### src/rtl/voter_session.sv
// Timed voting session controller: collects at most one yes/no vote per voter,
// closes on all-voted or timeout, then registers a pass/tie/fail verdict.
module voter_session #(
  parameter int unsigned N_VOTERS = 4,
  parameter int unsigned TIMEOUT  = 16,
  parameter int unsigned CNT_W    = $clog2(N_VOTERS + 1)
) (
  input  logic                clk,
  input  logic                rst_n,
  input  logic                start,
  input  logic [N_VOTERS-1:0] vote_valid,
  input  logic [N_VOTERS-1:0] vote_yes,
  output logic                busy,
  output logic                done,
  output logic [2:0]          result,
  output logic [CNT_W-1:0]    yes_cnt,
  output logic [CNT_W-1:0]    no_cnt,
  output logic [N_VOTERS-1:0] voted,
  output logic                timed_out,
  output logic                dup_err
);

  localparam int unsigned TmrW = $clog2(TIMEOUT + 1);

  typedef enum logic [1:0] {StIdle, StVoting, StTally, StDone} state_e;

  state_e              state_q, state_d;
  logic [CNT_W-1:0]    yes_cnt_q, yes_cnt_d;
  logic [CNT_W-1:0]    no_cnt_q, no_cnt_d;
  logic [N_VOTERS-1:0] voted_q, voted_d;
  logic [TmrW-1:0]     timer_q, timer_d;
  logic                timed_out_q, timed_out_d;
  logic                dup_err_q, dup_err_d;
  logic [2:0]          result_q, result_d;
  logic                done_q, done_d;

  logic [N_VOTERS-1:0] accept;
  logic [N_VOTERS-1:0] dup_hit;
  logic [CNT_W-1:0]    yes_add, no_add;
  logic [CNT_W:0]      yes_x2;
  logic [CNT_W:0]      n_voters_w;

  assign accept     = vote_valid & ~voted_q;
  assign dup_hit    = vote_valid & voted_q;
  // Verdict arithmetic one bit wider than the counters so 2*yes cannot wrap.
  assign yes_x2     = {yes_cnt_q, 1'b0};
  assign n_voters_w = (CNT_W + 1)'(N_VOTERS);

  always_comb begin
    yes_add = '0;
    no_add  = '0;
    for (int i = 0; i < int'(N_VOTERS); i++) begin
      if (accept[i] && vote_yes[i]) yes_add = yes_add + CNT_W'(1);
      if (accept[i] && !vote_yes[i]) no_add = no_add + CNT_W'(1);
    end
  end

  always_comb begin
    state_d     = state_q;
    yes_cnt_d   = yes_cnt_q;
    no_cnt_d    = no_cnt_q;
    voted_d     = voted_q;
    timer_d     = timer_q;
    timed_out_d = timed_out_q;
    dup_err_d   = dup_err_q;
    result_d    = result_q;
    done_d      = 1'b0;

    case (state_q)
      StIdle, StDone: begin
        if (start) begin
          state_d     = StVoting;
          yes_cnt_d   = '0;
          no_cnt_d    = '0;
          voted_d     = '0;
          timer_d     = '0;
          timed_out_d = 1'b0;
          dup_err_d   = 1'b0;
          result_d    = 3'b000;
        end
      end
      StVoting: begin
        voted_d   = voted_q | accept;
        yes_cnt_d = yes_cnt_q + yes_add;
        no_cnt_d  = no_cnt_q + no_add;
        timer_d   = timer_q + TmrW'(1);
        if (|dup_hit) dup_err_d = 1'b1;
        // All-voted takes priority over a timeout landing on the same edge.
        if (&voted_d) begin
          state_d     = StTally;
          timed_out_d = 1'b0;
        end else if (timer_q == TmrW'(TIMEOUT - 1)) begin
          state_d     = StTally;
          timed_out_d = 1'b1;
        end
      end
      StTally: begin
        state_d = StDone;
        done_d  = 1'b1;
        if (yes_x2 > n_voters_w) begin
          result_d = 3'b100;
        end else if (yes_x2 == n_voters_w) begin
          result_d = 3'b010;
        end else begin
          result_d = 3'b001;
        end
      end
      default: state_d = StIdle;
    endcase
  end

  always_ff @(posedge clk or negedge rst_n) begin
    if (!rst_n) begin
      state_q     <= StIdle;
      yes_cnt_q   <= '0;
      no_cnt_q    <= '0;
      voted_q     <= '0;
      timer_q     <= '0;
      timed_out_q <= 1'b0;
      dup_err_q   <= 1'b0;
      result_q    <= 3'b000;
      done_q      <= 1'b0;
    end else begin
      state_q     <= state_d;
      yes_cnt_q   <= yes_cnt_d;
      no_cnt_q    <= no_cnt_d;
      voted_q     <= voted_d;
      timer_q     <= timer_d;
      timed_out_q <= timed_out_d;
      dup_err_q   <= dup_err_d;
      result_q    <= result_d;
      done_q      <= done_d;
    end
  end

  assign busy      = (state_q == StVoting) || (state_q == StTally);
  assign done      = done_q;
  assign result    = result_q;
  assign yes_cnt   = yes_cnt_q;
  assign no_cnt    = no_cnt_q;
  assign voted     = voted_q;
  assign timed_out = timed_out_q;
  assign dup_err   = dup_err_q;

endmodule

### config.mk
export PLATFORM = sky130hd
export DESIGN_NAME = voter_session
export DESIGN_NICKNAME = d
export VERILOG_FILES = /design/src/rtl/voter_session.sv
export SDC_FILE = /design/constraint.sdc
export NUM_CORES = 1
export LEC_CHECK = 0
export ABC_AREA = 0
export CAP_MARGIN = 0
export CELL_PAD_IN_SITES_DETAIL_PLACEMENT = 1
export CELL_PAD_IN_SITES_GLOBAL_PLACEMENT = 1
export CORE_MARGIN = 2
export CORE_UTILIZATION = 36
export CTS_CLUSTER_DIAMETER = 150
export DETAILED_ROUTE_END_ITERATION = 7
export PLACE_DENSITY_LB_ADDON = 0.1
export SLEW_MARGIN = 30
export SYNTH_ARGS = -nofsm -noshare
export SYNTH_HDL_FRONTEND = slang
export SYNTH_SLANG_ARGS = --single-unit
### constraint.sdc
create_clock -name clk -period 3.33 [get_ports clk]
set_input_delay 0.666 -clock clk [delete_from_list [all_inputs] [get_ports clk]]
set_output_delay 0.666 -clock clk [all_outputs]
set_load 0.02 [all_outputs]
# After elaboration in Yosys (flattened, before gate mapping)
# Index checks and enable logic that the tools add are counted.
[word_totals] out_inout_bits=17 word_cells=84 register_bits=23 input_bits=11
[classes] n_eq_ne=8 magnitude_cmp=1 n_addsub=9 reduce_logical=24 bitwise_logic=4 muxes=29
[op_table] op="3-bit two-way mux" n=8
[op_table] op="3-bit by 1-bit adder with 3-bit output (second input constant)" n=6
[op_table] op="3-bit case mux with 2 select lines" n=3
[op_table] op="5-bit case mux with 2 select lines" n=1
[op_table] op="4-bit bitwise AND" n=2
[op_table] op="1-bit logical AND" n=8
[op_table] op="2-bit two-way mux" n=4
[op_table] op="4-bit case mux with 2 select lines" n=1
[op_table] op="1-bit two-way mux" n=7
[op_table] op="3-bit adder" n=2
[op_table] op="2-bit case mux with 3 select lines" n=1
[op_table] op="2-bit AND reduction" n=3
[op_table] op="3-bit AND reduction" n=2
[op_table] op="5-bit by 1-bit adder with 5-bit output (second input constant)" n=1
[op_table] op="5-bit by 4-bit == test with 1-bit output (second input constant)" n=1
[op_table] op="5-bit two-way mux" n=1
[op_table] op="2-bit == test (second input constant)" n=2
[op_table] op="4-bit by 3-bit > comparator with 1-bit output (second input constant)" n=1
[op_table] op="1-bit zero test" n=4
[op_table] op="4-bit two-way mux" n=1
[op_table] op="2-bit != test (second input constant)" n=2
[op_table] op="4-bit NOT" n=1
[op_table] op="4-bit bitwise OR" n=1
[op_table] op="1-bit case mux with 2 select lines" n=2
[op_table] op="other kinds (9)" n=10

# Depth between registers and ports, before layout
# Gate-level depths: netlist (run 1).
[logic_depth] ltp_word=12 mapped_depth=11 depth_no_buf=11

# Worst setup path after synthesis (run 1)
# Ideal clock, no wire load.
[synth_timing] path_kind="input to register" from="input vote_yes[1]" to="register no_cnt_q[2], in the netlist no_cnt[2]" required_time_ps=3250 path_stages=10 t_arrival_ps=3146 path_buffers=0 setup_time_ps=80 slack_ps=105 cell_sequence="or3b_2 inv_1 ha_1 xor2_1 ha_1 mux2_2 fa_1 xnor2_1 mux2i_1 mux2i_1"
[synth_between] elab_chain_cells=9
[synth_rtl] element="from (decl)" line="12" rtl="input logic [N_VOTERS-1:0] vote_yes,"
[synth_rtl] element="1-bit zero test (*)" line="54" rtl="if (accept[i] && !vote_yes[i]) no_add = no_add + CNT_W'(1);"
[synth_rtl] element="1-bit logical AND (*)" line="54"
[synth_rtl] element="3-bit two-way mux (*)" line="54"
[synth_rtl] element="3-bit by 1-bit adder with 3-bit output" line="54"
[synth_rtl] element="3-bit two-way mux (*)" line="54"
[synth_rtl] element="3-bit by 1-bit adder with 3-bit output" line="54"
[synth_rtl] element="3-bit two-way mux (*)" line="54"
[synth_rtl] element="3-bit adder (*)" line="85" rtl="no_cnt_d = no_cnt_q + no_add;"
[synth_rtl] element="3-bit case mux with 2 select lines (*)" line="69" rtl="case (state_q)"
[synth_rtl] element="to (signal assigned)" line="126" rtl="no_cnt_q <= no_cnt_d;"
[synth_rtl] element="to (decl)" line="29" rtl="logic [CNT_W-1:0] no_cnt_q, no_cnt_d;"
# Mark *: on every way between the ends. The rest lies on a longest branch, timed or not.
# A chain may end at the register's enable or synchronous reset.

# Worst setup path after layout (run 1)
[layout_timing] from="input vote_yes[0]" to="register yes_cnt_q[2], in the netlist yes_cnt[2]"
[layout_between] elab_chain_cells=10
[layout_rtl] element="1-bit logical AND (*)" line="53" rtl="if (accept[i] && vote_yes[i]) yes_add = yes_add + CNT_W'(1);"
[layout_rtl] element="1-bit two-way mux (*)" line="53"
[layout_rtl] element="3-bit by 1-bit adder with 3-bit output" line="53"
[layout_rtl] element="3-bit two-way mux (*)" line="53"
[layout_rtl] element="3-bit by 1-bit adder with 3-bit output" line="53"
[layout_rtl] element="3-bit two-way mux (*)" line="53"
[layout_rtl] element="3-bit by 1-bit adder with 3-bit output" line="53"
[layout_rtl] element="3-bit two-way mux (*)" line="53"
[layout_rtl] element="3-bit adder (*)" line="84" rtl="yes_cnt_d = yes_cnt_q + yes_add;"
[layout_rtl] element="3-bit case mux with 2 select lines (*)" line="69"
[layout_rtl] element="to (signal assigned)" line="125" rtl="yes_cnt_q <= yes_cnt_d;"
[layout_rtl] element="to (decl)" line="28" rtl="logic [CNT_W-1:0] yes_cnt_q, yes_cnt_d;"
# Marks and branches as above.

==> results.md, run 1 <==
- Status: finished, final reports clean
- Drt total wl: 3.84 mm
- Multi-input logic area: 968 um2
- H-tree Lvls: 1
- HP Start: no_cnt[2]$_DFFE_PN0P_
- 1st-pass router iterations: 4
- Largest cells by area after synthesis: dfrtp_1, ha_1, a21oi_1, nand2_1, o21ai_0
- Commonest cells after routing, fill and taps aside: clkdlybuf4s50_1, dfrtp_1, nand2_1
- Reg2reg path depth: 10
- Via count: 1355
- Cell Count, Final, Fillers Out: 254
- Slew Limit Fails: 0
- Layout cells sized above 1: 15.7%
- Max FO, Critical Path: 3
- Yosys top cell area share: 37.2%
- TritonCTS Buffers: 3
- Async S/R FF share, synth: 100%
- Distinct cells, synth: 43
- Vias in the first global route: 1389
- Initial Util: 38.1%
- GRT Overall Usage: 16.2%
- Post-DP HPWL: 2.97 mm
- Pre-CTS WS: -501 ps
- Area grow syn2layout: 34.3%
- FF+latch area: 576 um2
- Worst Hold Depth: 1
- DIE AREA: 4830 um2
- CTS tree: done
- Clock Pin Slew Worst Setup and Hold Paths: 80 ps
- Post-synth top area cell: dfrtp_1
- IO Port Bufs: 27
- Synth Cell Area: 1550 um2
- Clk_skew: 2.79 ps
- Largest net degree at the start of global routing: 24
- Setup TNS: 0 ps
- Critical path data required time: 3520 ps
- I/O pins: 28
- Class of the worst hold path: reg2reg
- Row cnt: 23
- Post-CTS setup buffer count: 0
- Clock latency on the worst-skew pair: 260 ps
- PD cells: 754 nW/um2
- Worst-Margin Slew: 629 ps
- Most common cell after layout, fill and taps aside: clkdlybuf4s50_1
- Mean Syn Cell Area: 9.31 um2
- Fin util: 51.2%
- Via/cell ratio: 5.33
- Die Y: 69.5 um
- Syn_nets: 194
- Gpl congestion: 0.767
- Layout Nets: 233
- Peak VDD IR: 0.000412 V
- Clock sink count: 23
- Crit path DAT: 3380 ps
- Minimum clock period: 3190 ps
- Iter 0 DRT Violations: 55
- CP Capture Type: flop
- Gate Count Post-Synth: 166
- Fin crit share: 95.7%
- Clk root buf: clkbuf_8
- Placeable Area: 4060 um2
- Max clock buf depth: 2
- CP Launch Type: input pin
- Final setup viols: 0
- Worst relative slew slack: 58.1%
- Total gr overflow: 0
- Seq/Total Area, Yosys: 37.2%
- Ys Warns: 0
- WS Path Type: in2reg
- Maximum capacitance violations: 0
- Die Wd: 69.5 um
- Number of synthesized flops with an enable pin: 0
- Fillcell total: 459
- Dpl cells: 250
- DRC viols: 0
- Post-route ant nets: 0
- Synthesized flop and latch total: 23
- First-pass GRT wire length: 6.52 mm
- Min-Delay Endpoint: no_cnt[2]$_DFFE_PN0P_
- Initial antenna violation count: 0
- Tot Pwr: 0.00157 W
- Reg-to-reg setup timing slack: 460 ps
- Final hold violations: 0
- Fmax: 314 MHz
- Ys flop type: dfrtp_1
- Worst R2R Start: voted[1]$_DFFE_PN0P_
- Wirelength per Cell: 15.1 um
- Diode count: 0
- Worst r2r dst: no_cnt[2]$_DFFE_PN0P_
- Lkg Pwr: 0.976 nW
- Min setup slack post-route: 145 ps
==> cells in the mapped netlist (2+ instances only) <==
library cell / number
nand3_1: 11
nand2_1: 18
fa_1: 2
inv_1: 12
buf_2: 2
nor2_1: 3
mux2i_1: 4
a21oi_1: 16
nor3b_1: 2
clkbuf_1: 4
xnor2_1: 3
a22oi_1: 2
ha_1: 15
nand3b_1: 2
o21ai_0: 13
and3_1: 2
mux2_2: 2
dfrtp_1: 23
xor2_1: 3
nand4_1: 2
o22ai_1: 2
nand2b_1: 2
==> flip-flops by register name, summed over array words and instances (netlist names) <==
register / count
done: 1
dup_err: 1
no_cnt: 3
result: 3
state_q: 2
timed_out: 1
timer_q: 5
voted: 4
yes_cnt: 3
==> metrics by stage <==
stage               hold slack (ps)  instance area (um2)
floorplan                       370                 1550
global placement                479                 1950
detailed placement              489                 1950
CTS                             500                 2020
global route                    538                 2080
finish                          500                 2080
==> report_power, final <==
group | internal (W) | switching (W)
registers | 0.000375 | 0.0000988
logic | 0.000404 | 0.000517
clock network | 0.0000854 | 0.0000861
total | 0.000864 | 0.000701
==> critical path, stage by stage <==
cell             delay (ps)
clkdlybuf4s50_1         520
and3b_2                 250
inv_1                    70
ha_1                    190
o21ai_1                 140
ha_1                    240
mux2_2                  280
fa_1                    400
xor2_1                  180
mux2i_1                 240
mux2i_1                 190
==> kinds of logic (layout without fill, tap and decap cells) <==
| family | after synthesis | in the layout | synth area share [%] |
|---|---|---|---|
| XOR/XNOR | 6 | 6 | 3.40 |
| buffers and inverters | 19 | 57 | 4.78 |
| AND/OR/NAND/NOR | 51 | 51 | 18.9 |
| multiplexers | 6 | 6 | 4.05 |
| AO/OA/AOI/OAI | 44 | 44 | 16.8 |
| flip-flops | 23 | 23 | 37.2 |
| adder cells (fa/ha/maj) | 17 | 17 | 14.7 |
==> worst max-delay path by stage <==
stage	start	cells past startpoint	slack [ps]	endpoint
6_report	vote_yes[0]	11	140	yes_cnt[2]$_DFFE_PN0P_
5_1_grt	vote_yes[0]	11	-20	yes_cnt[2]$_DFFE_PN0P_
4_1_cts	vote_valid[1]	11	-2	no_cnt[2]$_DFFE_PN0P_
3_5_place_dp	vote_valid[1]	11	-500	no_cnt[2]$_DFFE_PN0P_
3_3_place_gp	vote_valid[1]	11	-440	no_cnt[2]$_DFFE_PN0P_
2_1_floorplan	vote_yes[1]	10	100	no_cnt[2]$_DFFE_PN0P_
==> per-layer routing <==
metal | routed length [um] | GRT usage (%)
met1 | 1730 | 20.5
met4 | 16 | 1.96
met5 | 0 | 0
met2 | 1950 | 29.2
met3 | 145 | 3.49
==> what timing repair did <==
action                     in CTS  in global routing
pin swaps                       4                  6
gates resized for setup         4                 13
hold buffers                    0                  0
setup endpoints to repair       2                  2
cloned                          0                  0
==> layout make-up <==
type                       count  area share (%)
clock buffer                   4            2.17
inverter                      13            2.35
multi-input combinational    124            46.7
sequential                    23            27.7
tap                           50            3.01
timing repair buffer          40            18.1
No activity file was read; power rests on OpenSTA's default activity.
==> inputs of run 2 (changes only) <==
Settings changed: CELL_PAD_IN_SITES_DETAIL_PLACEMENT 1 to 2, CELL_PAD_IN_SITES_GLOBAL_PLACEMENT 1 to 2, CORE_MARGIN 2 to unset, CORE_UTILIZATION 36 to 32, GPL_TIMING_DRIVEN set to 0.
==> run 2 against run 1 <==
  * Final cell count shrank 0.39%
  * Largest power group unchanged
  * Fmax rose by 0.58%
  * Largest cell class unchanged
  * Count of clock-buffer cells in the layout decreased by 1
  * Non-clock buffer count is 3 lower
==> results.md, run 2 (synthesis results as in run 1) <==
- Status: finished, final reports clean
- Layout cells sized above 1: 14.4% (-1.3 points)
- Initial Util: 34.3% (-3.8 points)
- Clock Pin Slew Worst Setup and Hold Paths: 90 ps (about the same)
- Max FFs per register: 5 (unchanged)
- IO Port Bufs: 27 (unchanged)
- Fmax: 316 MHz (+0.58%)
- Clock latency on the worst-skew pair: 270 ps (about the same)
- Crit path DAT: 3360 ps (-20 ps)
- 1st-pass router iterations: 4 (unchanged)
- Most common cell after layout, fill and taps aside: dfrtp_1
- Setup TNS: 0 ps (unchanged)
- H-tree Lvls: 1 (unchanged)
- WS Path Type: in2reg
- Worst relative slew slack: 48.8% (-9.3 points)
- Via/cell ratio: 5.42 (+1.7%)
- Max FO, Critical Path: 5 (+2)
- Iter 0 DRT Violations: 31 (-44%)
- Total gr overflow: 0 (unchanged)
- Largest net degree at the start of global routing: 24 (unchanged)
- Via count: 1372 (+1.3%)
- Initial antenna violation count: 0 (unchanged)
- Gpl congestion: 0.723 (-5.8%)
- Wirelength per Cell: 18.5 um (+22%)
- Peak VDD IR: 0.000423 V (+2.6%)
- Fin crit share: 95.1% (-0.55 points)
- Commonest cells after routing, fill and taps aside: dfrtp_1, clkdlybuf4s50_1, nand2_1
- Clk_skew: 6.03 ps (+3.25 ps)
- Area grow syn2layout: 33.3%
- Drt total wl: 4.67 mm (+22%)
- I/O pins: 28 (unchanged)
- Diode count: 0 (unchanged)
- Fin util: 45.7% (-5.4 points)
- TritonCTS Buffers: 3 (unchanged)
- CTS tree: done
- GRT Overall Usage: 19.4% (+3.1 points)
- Final setup viols: 0 (unchanged)
- DIE AREA: 5110 um2 (+5.8%)
- Lkg Pwr: 0.951 nW (-2.6%)
- CP Launch Type: input pin
- Die Y: 71.5 um (+2.8%)
- Slew Limit Fails: 0 (unchanged)
- Placeable Area: 4500 um2 (+11%)
- Final hold violations: 0 (unchanged)
- Clk root buf: clkbuf_8
- First-pass GRT wire length: 7.66 mm (+17%)
- Post-DP HPWL: 3.50 mm (+18%)
- Die Wd: 71.5 um (+2.8%)
- Critical path data required time: 3530 ps (about the same)
- Clock sink count: 23 (unchanged)
- Maximum capacitance violations: 0 (unchanged)
- Minimum clock period: 3170 ps (-18.4 ps)
- Class of the worst hold path: in2async
- CP Capture Type: flop
- Vias in the first global route: 1561 (+12%)
- RSZ-0062 raised after global routing: no
- PD cells: 790 nW/um2 (+4.7%)
- Worst-Margin Slew: 768 ps (+139 ps)
- Post-route ant nets: 0 (unchanged)
- Layout Nets: 230 (-1.3%)
- Largest register by flop count: timer_q
- Row cnt: 24 (+4.3%)
- DRC viols: 0 (unchanged)
- Max clock buf depth: 2 (unchanged)
-- run 2: cell types whose count changed in the layout (fill, tap and decap cells not counted), sizes merged --
cell           delta
clkdlybuf4s50     -3
clkinvlp          +1
buf               -6
dlygate4sd2       +2
clkbuf            +3
-- run 2: critical path, stage by stage --
cell	delay [ps]
dlygate4sd2_1	290
or3b_4	410
inv_2	70
ha_4	210
xor2_4	180
ha_1	280
mux2_4	270
fa_2	350
xnor2_2	170
mux2i_1	240
mux2i_1	200
-- run 2: final timing paths --
kind / startpoint / end / slack (ps) / depth (start not counted)
setup / recovery: vote_valid[1] / no_cnt[2]$_DFFE_PN0P_ / 160 / 11
min in group clk: no_cnt[2]$_DFFE_PN0P_ / no_cnt[2]$_DFFE_PN0P_ / 500 / 1
hold reg to reg: no_cnt[2]$_DFFE_PN0P_ / no_cnt[2]$_DFFE_PN0P_ / 500 / 1
setup reg to reg: voted[1]$_DFFE_PN0P_ / no_cnt[2]$_DFFE_PN0P_ / 400 / 10
max in group asynchronous: rst_n / state_q[1]$_DFFE_PN0P_ / 2600 / 1
hold / removal: rst_n / yes_cnt[1]$_DFFE_PN0P_ / 360 / 1
-- run 2: layer usage --
metal  part of all wire, %  global-route usage [%]  vias to the layer above  wire (um)
met1                    44                    24.7                      693       2060
li1                      -                       -                      661          -
met2                    53                    34.8                       14       2480
met5                     0                       0                        -          0
met3                   1.8                    2.81                        4         85
met4                  0.98                    4.58                        0         46
-- run 2: cell type report --
cell class	instances	area, um2
Clock inverter	1	7.51
Sequential cell	23	576
Multi-Input combinational cell	124	996
Tap cell	52	65.1
Clock buffer	3	41.3
Inverter	13	48.8
Timing Repair Buffer	31	300
Buffer	6	25.0
Fill cell	490	2440
-- run 2: metrics by stage --
stage | power (W) | cells | setup WS, ps | area, um2 | hold slack [ps]
after detailed placement | 0.00140 | 245 | -651 | 1880 | 496
after global routing | 0.00175 | 253 | 45.2 | 2060 | 396
after global placement | 0.00133 | 245 | -618 | 1880 | 477
after CTS | 0.00162 | 249 | 18.0 | 1990 | 379
after floorplan | 0.00102 | 166 | 105 | 1550 | 370
final | 0.00163 | 253 | 163 | 2060 | 362
-- run 2: what timing repair did --
item	CTS	global route
gates resized for setup	14	8
endpoints found under the setup margin	2	2
setup buffers	0	4
pin swaps	2	6
hold buffers	0	0
-- run 2: report_power, final --
| part | switching [W] | total, W | internal, W |
|---|---|---|---|
| Clock | 0.0000998 | 0.000185 | 0.0000849 |
| Combinational | 0.000552 | 0.000955 | 0.000403 |
| Sequential | 0.000113 | 0.000487 | 0.000374 |
| Total | 0.000765 | 0.00163 | 0.000862 |
